===== config.mk =====
export PLATFORM = sky130hd
export DESIGN_NAME = regfile_port_sequencer
export DESIGN_NICKNAME = d
export VERILOG_FILES = /design/src/rtl/regfile_port_sequencer.sv
export SDC_FILE = /design/constraint.sdc
export NUM_CORES = 1
export LEC_CHECK = 0
export BUFFER_PORTS_ARGS = -buffer_cell sky130_fd_sc_hd__buf_2
export CAP_MARGIN = 0
export CORE_MARGIN = 2
export CORE_UTILIZATION = 45
export CTS_CLUSTER_DIAMETER = 200
export DETAILED_ROUTE_END_ITERATION = 10
export GPL_ROUTABILITY_DRIVEN = 0
export GPL_TIMING_DRIVEN = 0
export MAX_ROUTING_LAYER = met4
export PLACE_DENSITY_LB_ADDON = 0.08
export SYNTH_ARGS = -nofsm -noshare
export SYNTH_HDL_FRONTEND = slang
export SYNTH_SLANG_ARGS = --single-unit

===== constraint.sdc =====
create_clock -name clk_i -period 2.3 [get_ports clk_i]
set_clock_uncertainty 0.15 [all_clocks]
set_input_delay 0.46 -clock clk_i [delete_from_list [all_inputs] [get_ports clk_i]]
set_output_delay 0.46 -clock clk_i [all_outputs]
set_load 0.1 [all_outputs]

===== src/rtl/regfile_port_sequencer.sv =====
// Register-file port sequencer.
// This block owns the single write port and both read-address ports of a 2**D x W register file.
// It serves two requesters: a core command port (READ/WRITE/SWAP) and a memory load-return port.
// When a write-class command and a load return both want the write port, round-robin arbitration picks one.
// SWAP is issued as two back-to-back writes.
// A read made in the same cycle as a registered write to the same register sees the write data through the bypass.
//
//   state   | meaning
//   --------+-------------------------------------------------------------
//   IDLE    | accepting requests; arbitrates write-port conflicts
//   SWAP_WB | issuing the second SWAP write (rb <= va); both ports stalled
module regfile_port_sequencer #(
  parameter int W = 8,
  parameter int D = 4
) (
  input  logic         clk_i,
  input  logic         reset_i,
  input  logic         cmd_valid_i,
  output logic         cmd_ready_o,
  input  logic [1:0]   cmd_op_i,
  input  logic [D-1:0] cmd_ra_i,
  input  logic [D-1:0] cmd_rb_i,
  input  logic [W-1:0] cmd_wdata_i,
  input  logic         ld_valid_i,
  output logic         ld_ready_o,
  input  logic [D-1:0] ld_addr_i,
  input  logic [W-1:0] ld_data_i,
  output logic [D-1:0] rf_raddr_a_o,
  output logic [D-1:0] rf_raddr_b_o,
  input  logic [W-1:0] rf_rdata_a_i,
  input  logic [W-1:0] rf_rdata_b_i,
  output logic         rf_we_o,
  output logic [D-1:0] rf_waddr_o,
  output logic [W-1:0] rf_wdata_o,
  output logic         rsp_valid_o,
  output logic [W-1:0] rsp_a_o,
  output logic [W-1:0] rsp_b_o
);

  localparam logic [1:0] OP_READ  = 2'b01;
  localparam logic [1:0] OP_WRITE = 2'b10;
  localparam logic [1:0] OP_SWAP  = 2'b11;

  typedef enum logic {ST_IDLE, ST_SWAP_WB} state_t;

  state_t       state_q;
  logic         prio_q;
  logic         rf_we_q;
  logic [D-1:0] rf_waddr_q;
  logic [W-1:0] rf_wdata_q;
  logic         rsp_valid_q;
  logic [W-1:0] rsp_a_q;
  logic [W-1:0] rsp_b_q;
  logic [D-1:0] sw_addr_q;
  logic [W-1:0] sw_data_q;

  logic         cmd_is_wr;
  logic         conflict;
  logic         accepting;
  logic         prio_d;
  logic         cmd_acc;
  logic         ld_acc;
  logic [W-1:0] fwd_a;
  logic [W-1:0] fwd_b;

  assign rf_raddr_a_o = cmd_ra_i;
  assign rf_raddr_b_o = cmd_rb_i;
  assign rf_we_o      = rf_we_q;
  assign rf_waddr_o   = rf_waddr_q;
  assign rf_wdata_o   = rf_wdata_q;
  assign rsp_valid_o  = rsp_valid_q;
  assign rsp_a_o      = rsp_a_q;
  assign rsp_b_o      = rsp_b_q;

  // Handshake, arbitration and write-data bypass; only the bit op[1] separates write-class ops.
  always_comb begin
    cmd_is_wr   = cmd_valid_i && cmd_op_i[1];
    conflict    = cmd_is_wr && ld_valid_i;
    accepting   = (state_q == ST_IDLE) && !reset_i;
    cmd_ready_o = accepting && !(conflict && prio_q);
    ld_ready_o  = accepting && (!cmd_is_wr || prio_q);
    prio_d      = (accepting && conflict) ? !prio_q : prio_q;
    cmd_acc     = cmd_valid_i && cmd_ready_o;
    ld_acc      = ld_valid_i && ld_ready_o;
    fwd_a       = (rf_we_q && (rf_waddr_q == cmd_ra_i)) ? rf_wdata_q : rf_rdata_a_i;
    fwd_b       = (rf_we_q && (rf_waddr_q == cmd_rb_i)) ? rf_wdata_q : rf_rdata_b_i;
  end

  // Sequencer FSM with registered write-port and response outputs.
  always_ff @(posedge clk_i) begin
    if (reset_i) begin
      state_q     <= ST_IDLE;
      prio_q      <= 1'b0;
      rf_we_q     <= 1'b0;
      rf_waddr_q  <= '0;
      rf_wdata_q  <= '0;
      rsp_valid_q <= 1'b0;
      rsp_a_q     <= '0;
      rsp_b_q     <= '0;
      sw_addr_q   <= '0;
      sw_data_q   <= '0;
    end else begin
      rf_we_q     <= 1'b0;
      rsp_valid_q <= 1'b0;
      prio_q      <= prio_d;
      case (state_q)
        ST_IDLE: begin
          if (cmd_acc) begin
            case (cmd_op_i)
              OP_READ: begin
                rsp_valid_q <= 1'b1;
                rsp_a_q     <= fwd_a;
                rsp_b_q     <= fwd_b;
              end
              OP_WRITE: begin
                rf_we_q    <= 1'b1;
                rf_waddr_q <= cmd_ra_i;
                rf_wdata_q <= cmd_wdata_i;
              end
              OP_SWAP: begin
                rf_we_q    <= 1'b1;
                rf_waddr_q <= cmd_ra_i;
                rf_wdata_q <= fwd_b;
                sw_addr_q  <= cmd_rb_i;
                sw_data_q  <= fwd_a;
                state_q    <= ST_SWAP_WB;
              end
              default: ;
            endcase
          end
          // The arbiter never grants a load alongside a write-class command.
          if (ld_acc) begin
            rf_we_q    <= 1'b1;
            rf_waddr_q <= ld_addr_i;
            rf_wdata_q <= ld_data_i;
          end
        end
        ST_SWAP_WB: begin
          rf_we_q    <= 1'b1;
          rf_waddr_q <= sw_addr_q;
          rf_wdata_q <= sw_data_q;
          state_q    <= ST_IDLE;
        end
        default: state_q <= ST_IDLE;
      endcase
    end
  end

endmodule


==> metrics.md <==
| Metric | Value |
|---|---|
| Layout fillers | 498 |
| Crit path kind | reg2reg |
| Pwr/cell area | 669 nW/um^2 |
| Max-slew headroom | 43.6% |
| Hold depth | 2 |
| Unrepaired setup endpoints after global routing | false |
| CP bufs+invs | 0 |
| Antenna Diode Count | 0 |
| Reg2reg start | rf_waddr_o[0] |
| Post-route setup TNS | 0 ns |
| Post-place instance area | 2960 um^2 |
| Fin cells | 450 |
| Clock Power Share | 30.2% |
| Crit end category | flop |
| EDFF count, synth | 0 |
| Die span in x | 77.3 um |
| Share of cells above drive strength 1 | 33.9% |
| Num rows | 26 |
| Combinational share of power | 29.4% |
| Crit start category | flop |
| Post-CTS Hold Buffers | 0 |
| Post-synth design cell area | 2420 um^2 |
| Sequential share of the synthesized area | 36.4% |
| I/O Pins | 90 |
| Achievable Freq | 451 MHz |
| Total GRT Usage | 23.7% |
| Register area | 887 um^2 |
| TritonCTS clock tree | done |
| Final hold viol count | 0 |
| Req. time, crit path | 2.32 ns |
| Cell Chain, Critical Path | xor2_1 > nor4_4 > mux2i_1 > a211oi_1 |
| Post-synth top flop | dfxtp_1 |
| Worst path slowest cell | nor4_4 |
| R2R Path End | sw_data_q[5] |
| 1st-iter DRT viols | 145 |
| Synth Area in Simple Gates | 18.3% |
| Post-DP HPWL | 5210 um |
| First-pass GRT wire length | 10800 um |
| WL per Instance | 15.1 um |
| Post-Syn Instances | 285 |
| Async S/R FF share, synth | 0% |
| Largest fanout on the critical path | 8 |
| Worst R2R Path Depth | 4 |
| Switching part of the total power | 36.4% |
| Antenna-violating nets left | 0 |
| Top cell family by delay on the critical path | simple AND/OR/NAND/NOR gates |
| Clk_lat worst skew | 0.30 ns |
| Max-cap viol count | 0 |
| Synth Area in XOR/XNOR | 2.17% |
| Final clock period utilization by the worst path | 96.5% |
| Area Growth Syn to Fin | 27.9% |
| CP max stage delay | 0.78 ns |
| Status | complete, no violations |
| # nets final | 429 |
| Vias in the first global route | 2140 |
| Cts bufs inserted | 5 |
| Synth unique cells | 39 |
| Final Instance Area | 3090 um^2 |
| Final setup viols | 0 |
| Multi-input gate area | 1340 um^2 |
| Initial antenna violation count | 0 |
| Min-delay src | reset_i |
| Reg2reg setup slack | 0.08 ns |
| Hold Path End | rsp_a_o[5] |
| Switching pwr | 0.000754 W |
| CP Data Arrival Time | 2.24 ns |
| CTS sink count | 44 |
| Leak Pwr | 1.32 nW |
| Global route overflow | 0 |
| Buffers added on ports | 88 |
| Placed cell count | 443 |
| Total wire length | 6790 um |
| # resized after CTS | 2 |
| Internal power | 0.00132 W |
| Seq cells post-synth | 44 |
| Starting density of the core | 47.1% |
| Clock transition at path regs | 0.09 ns |
| Minimum clock period | 2.22 ns |
| Pin count of the biggest net entering global routing | 15 |
| Post-synth net total | 335 |
| Postcts setup bufs | 0 |
| Vias/cell | 5.30 |
| Largest family of logic cells by synthesized area | compound AO/OA/AOI/OAI gates |
| Area fraction in compound gates after synthesis | 24.7% |
| DRT Pass-1 Iters | 4 |
| Yosys warns | 0 |
| Die area | 5980 um^2 |
| Residual DRC | 0 |
| Pins Over Slew Limit | 0 |
| Worst slew pin tran | 0.840 ns |
| Longest Clk Path Bufs | 2 |
| Post-synthesis adder-cell area fraction | 0% |
| Post-Syn Area per Cell | 8.49 um^2 |
| Sequential share of power | 40.4% |
| Mux share of post-synthesis cell area | 9.93% |
| Vias | 2386 |
| Core Footprint | 5140 um^2 |
| Hold/Removal Path Class | in2reg |
| Peak VDD IR | 0.000536 V |
| Die Ht | 77.3 um |
| Root Buffer | clkbuf_8 |
| H-tree Lvls | 2 |
synth_stat cells, drive strengths merged, types with 2 or more instances:
cell / n / share of area (%)
a221oi: 2 / 0.72
a211oi: 24 / 7.4
inv: 4 / 0.62
clkbuf: 10 / 1.6
dfxtp: 44 / 36
a21oi: 11 / 2.3
xor2: 4 / 1.4
a221o: 3 / 1.2
xnor2: 2 / 0.72
nor2: 64 / 9.9
o311a: 8 / 3.3
a22oi: 8 / 2.5
mux2i: 24 / 9.9
nand2b: 8 / 2.1
buf: 18 / 5.9
o21ai: 7 / 1.4
nand2: 19 / 2.9
a211o: 4 / 1.4
a31o: 6 / 2.2
stage by stage:
step	util, %	hold WS (ns)	setup slack, ns	power, W
2_1_floorplan	-	0.278	-0.147	0.00131
4_1_cts	60.1	0.204	0.00410	0.00208
6_report	60.2	0.203	0.0803	0.00207
3_5_place_dp	57.7	0.293	-0.102	0.00146
5_1_grt	60.2	0.199	0.0370	0.00215
3_3_place_gp	57.7	0.286	-0.125	0.00145
cells by family after synthesis:
logic type      after synthesis
compound gates               79
buf+inv                      33
simple gates                 99
flops                        44
xor+xnor                      6
mux                          24
flip-flops by register name (all words and copies together), names as in the netlist:
signal       cells
state_q          1
prio_q           1
rf_wdata_o       8
rsp_valid_o      1
rf_waddr_o       4
rf_we_o          1
rsp_b_o          8
sw_data_q        8
sw_addr_q        4
rsp_a_o          8
final cells by class:
| cell class | count | share of cell area (%) |
|---|---|---|
| buffer | 28 | 6.03 |
| clock buffer | 6 | 2.67 |
| inverter | 4 | 0.485 |
| multi-input combinational | 208 | 43.4 |
| tap | 70 | 2.83 |
| timing repair buffer | 88 | 14.6 |
| clock inverter | 2 | 1.25 |
| sequential | 44 | 28.7 |
power groups by stage:
stage               Clock (W)  Sequential [W]  Combinational [W]
global route         0.000669        0.000841           0.000643
CTS                  0.000639        0.000833           0.000609
finish               0.000626        0.000836           0.000608
detailed placement          0        0.000851           0.000607
floorplan                   0         0.00104           0.000270
global placement            0        0.000851           0.000603
placed cells by master (no fill, tap or decap), drive strengths merged, types with 6 or more instances in the layout:
cell	netlist	routed
nand2	19	19
a31o	6	6
a22oi	8	8
nand2b	8	8
mux2i	24	24
o21ai	7	7
clkbuf	10	15
o311a	8	8
a21oi	11	11
nor2	64	64
a211oi	24	24
buf	18	106
dfxtp	44	44
worst max-delay path by stage:
stage,start,endpoint,slack [ns],cells after the start
2_1_floorplan,reset_i,cmd_ready_o,-0.15,3
3_3_place_gp,cmd_rb_i[3],rsp_b_o[6],-0.13,8
3_5_place_dp,cmd_ra_i[0],sw_data_q[5],-0.10,5
4_1_cts,state_q,cmd_ready_o,0.004,4
5_1_grt,rf_waddr_o[0],sw_data_q[5],0.04,4
6_report,rf_waddr_o[0],sw_data_q[5],0.08,4
layer usage:
| metal | track usage, % | wire [um] | vias to the layer above | part of all wire [%] |
|---|---|---|---|---|
| met5 | - | 0 | - | 0 |
| met4 | 6.61 | 87 | 0 | 1.3 |
| met3 | 3.26 | 487 | 8 | 7.2 |
| met2 | 35.7 | 3060 | 90 | 45 |
| met1 | 33.3 | 3160 | 1085 | 47 |
| li1 | - | - | 1203 | - |
Note: power is estimated with default switching activity, not from simulation.
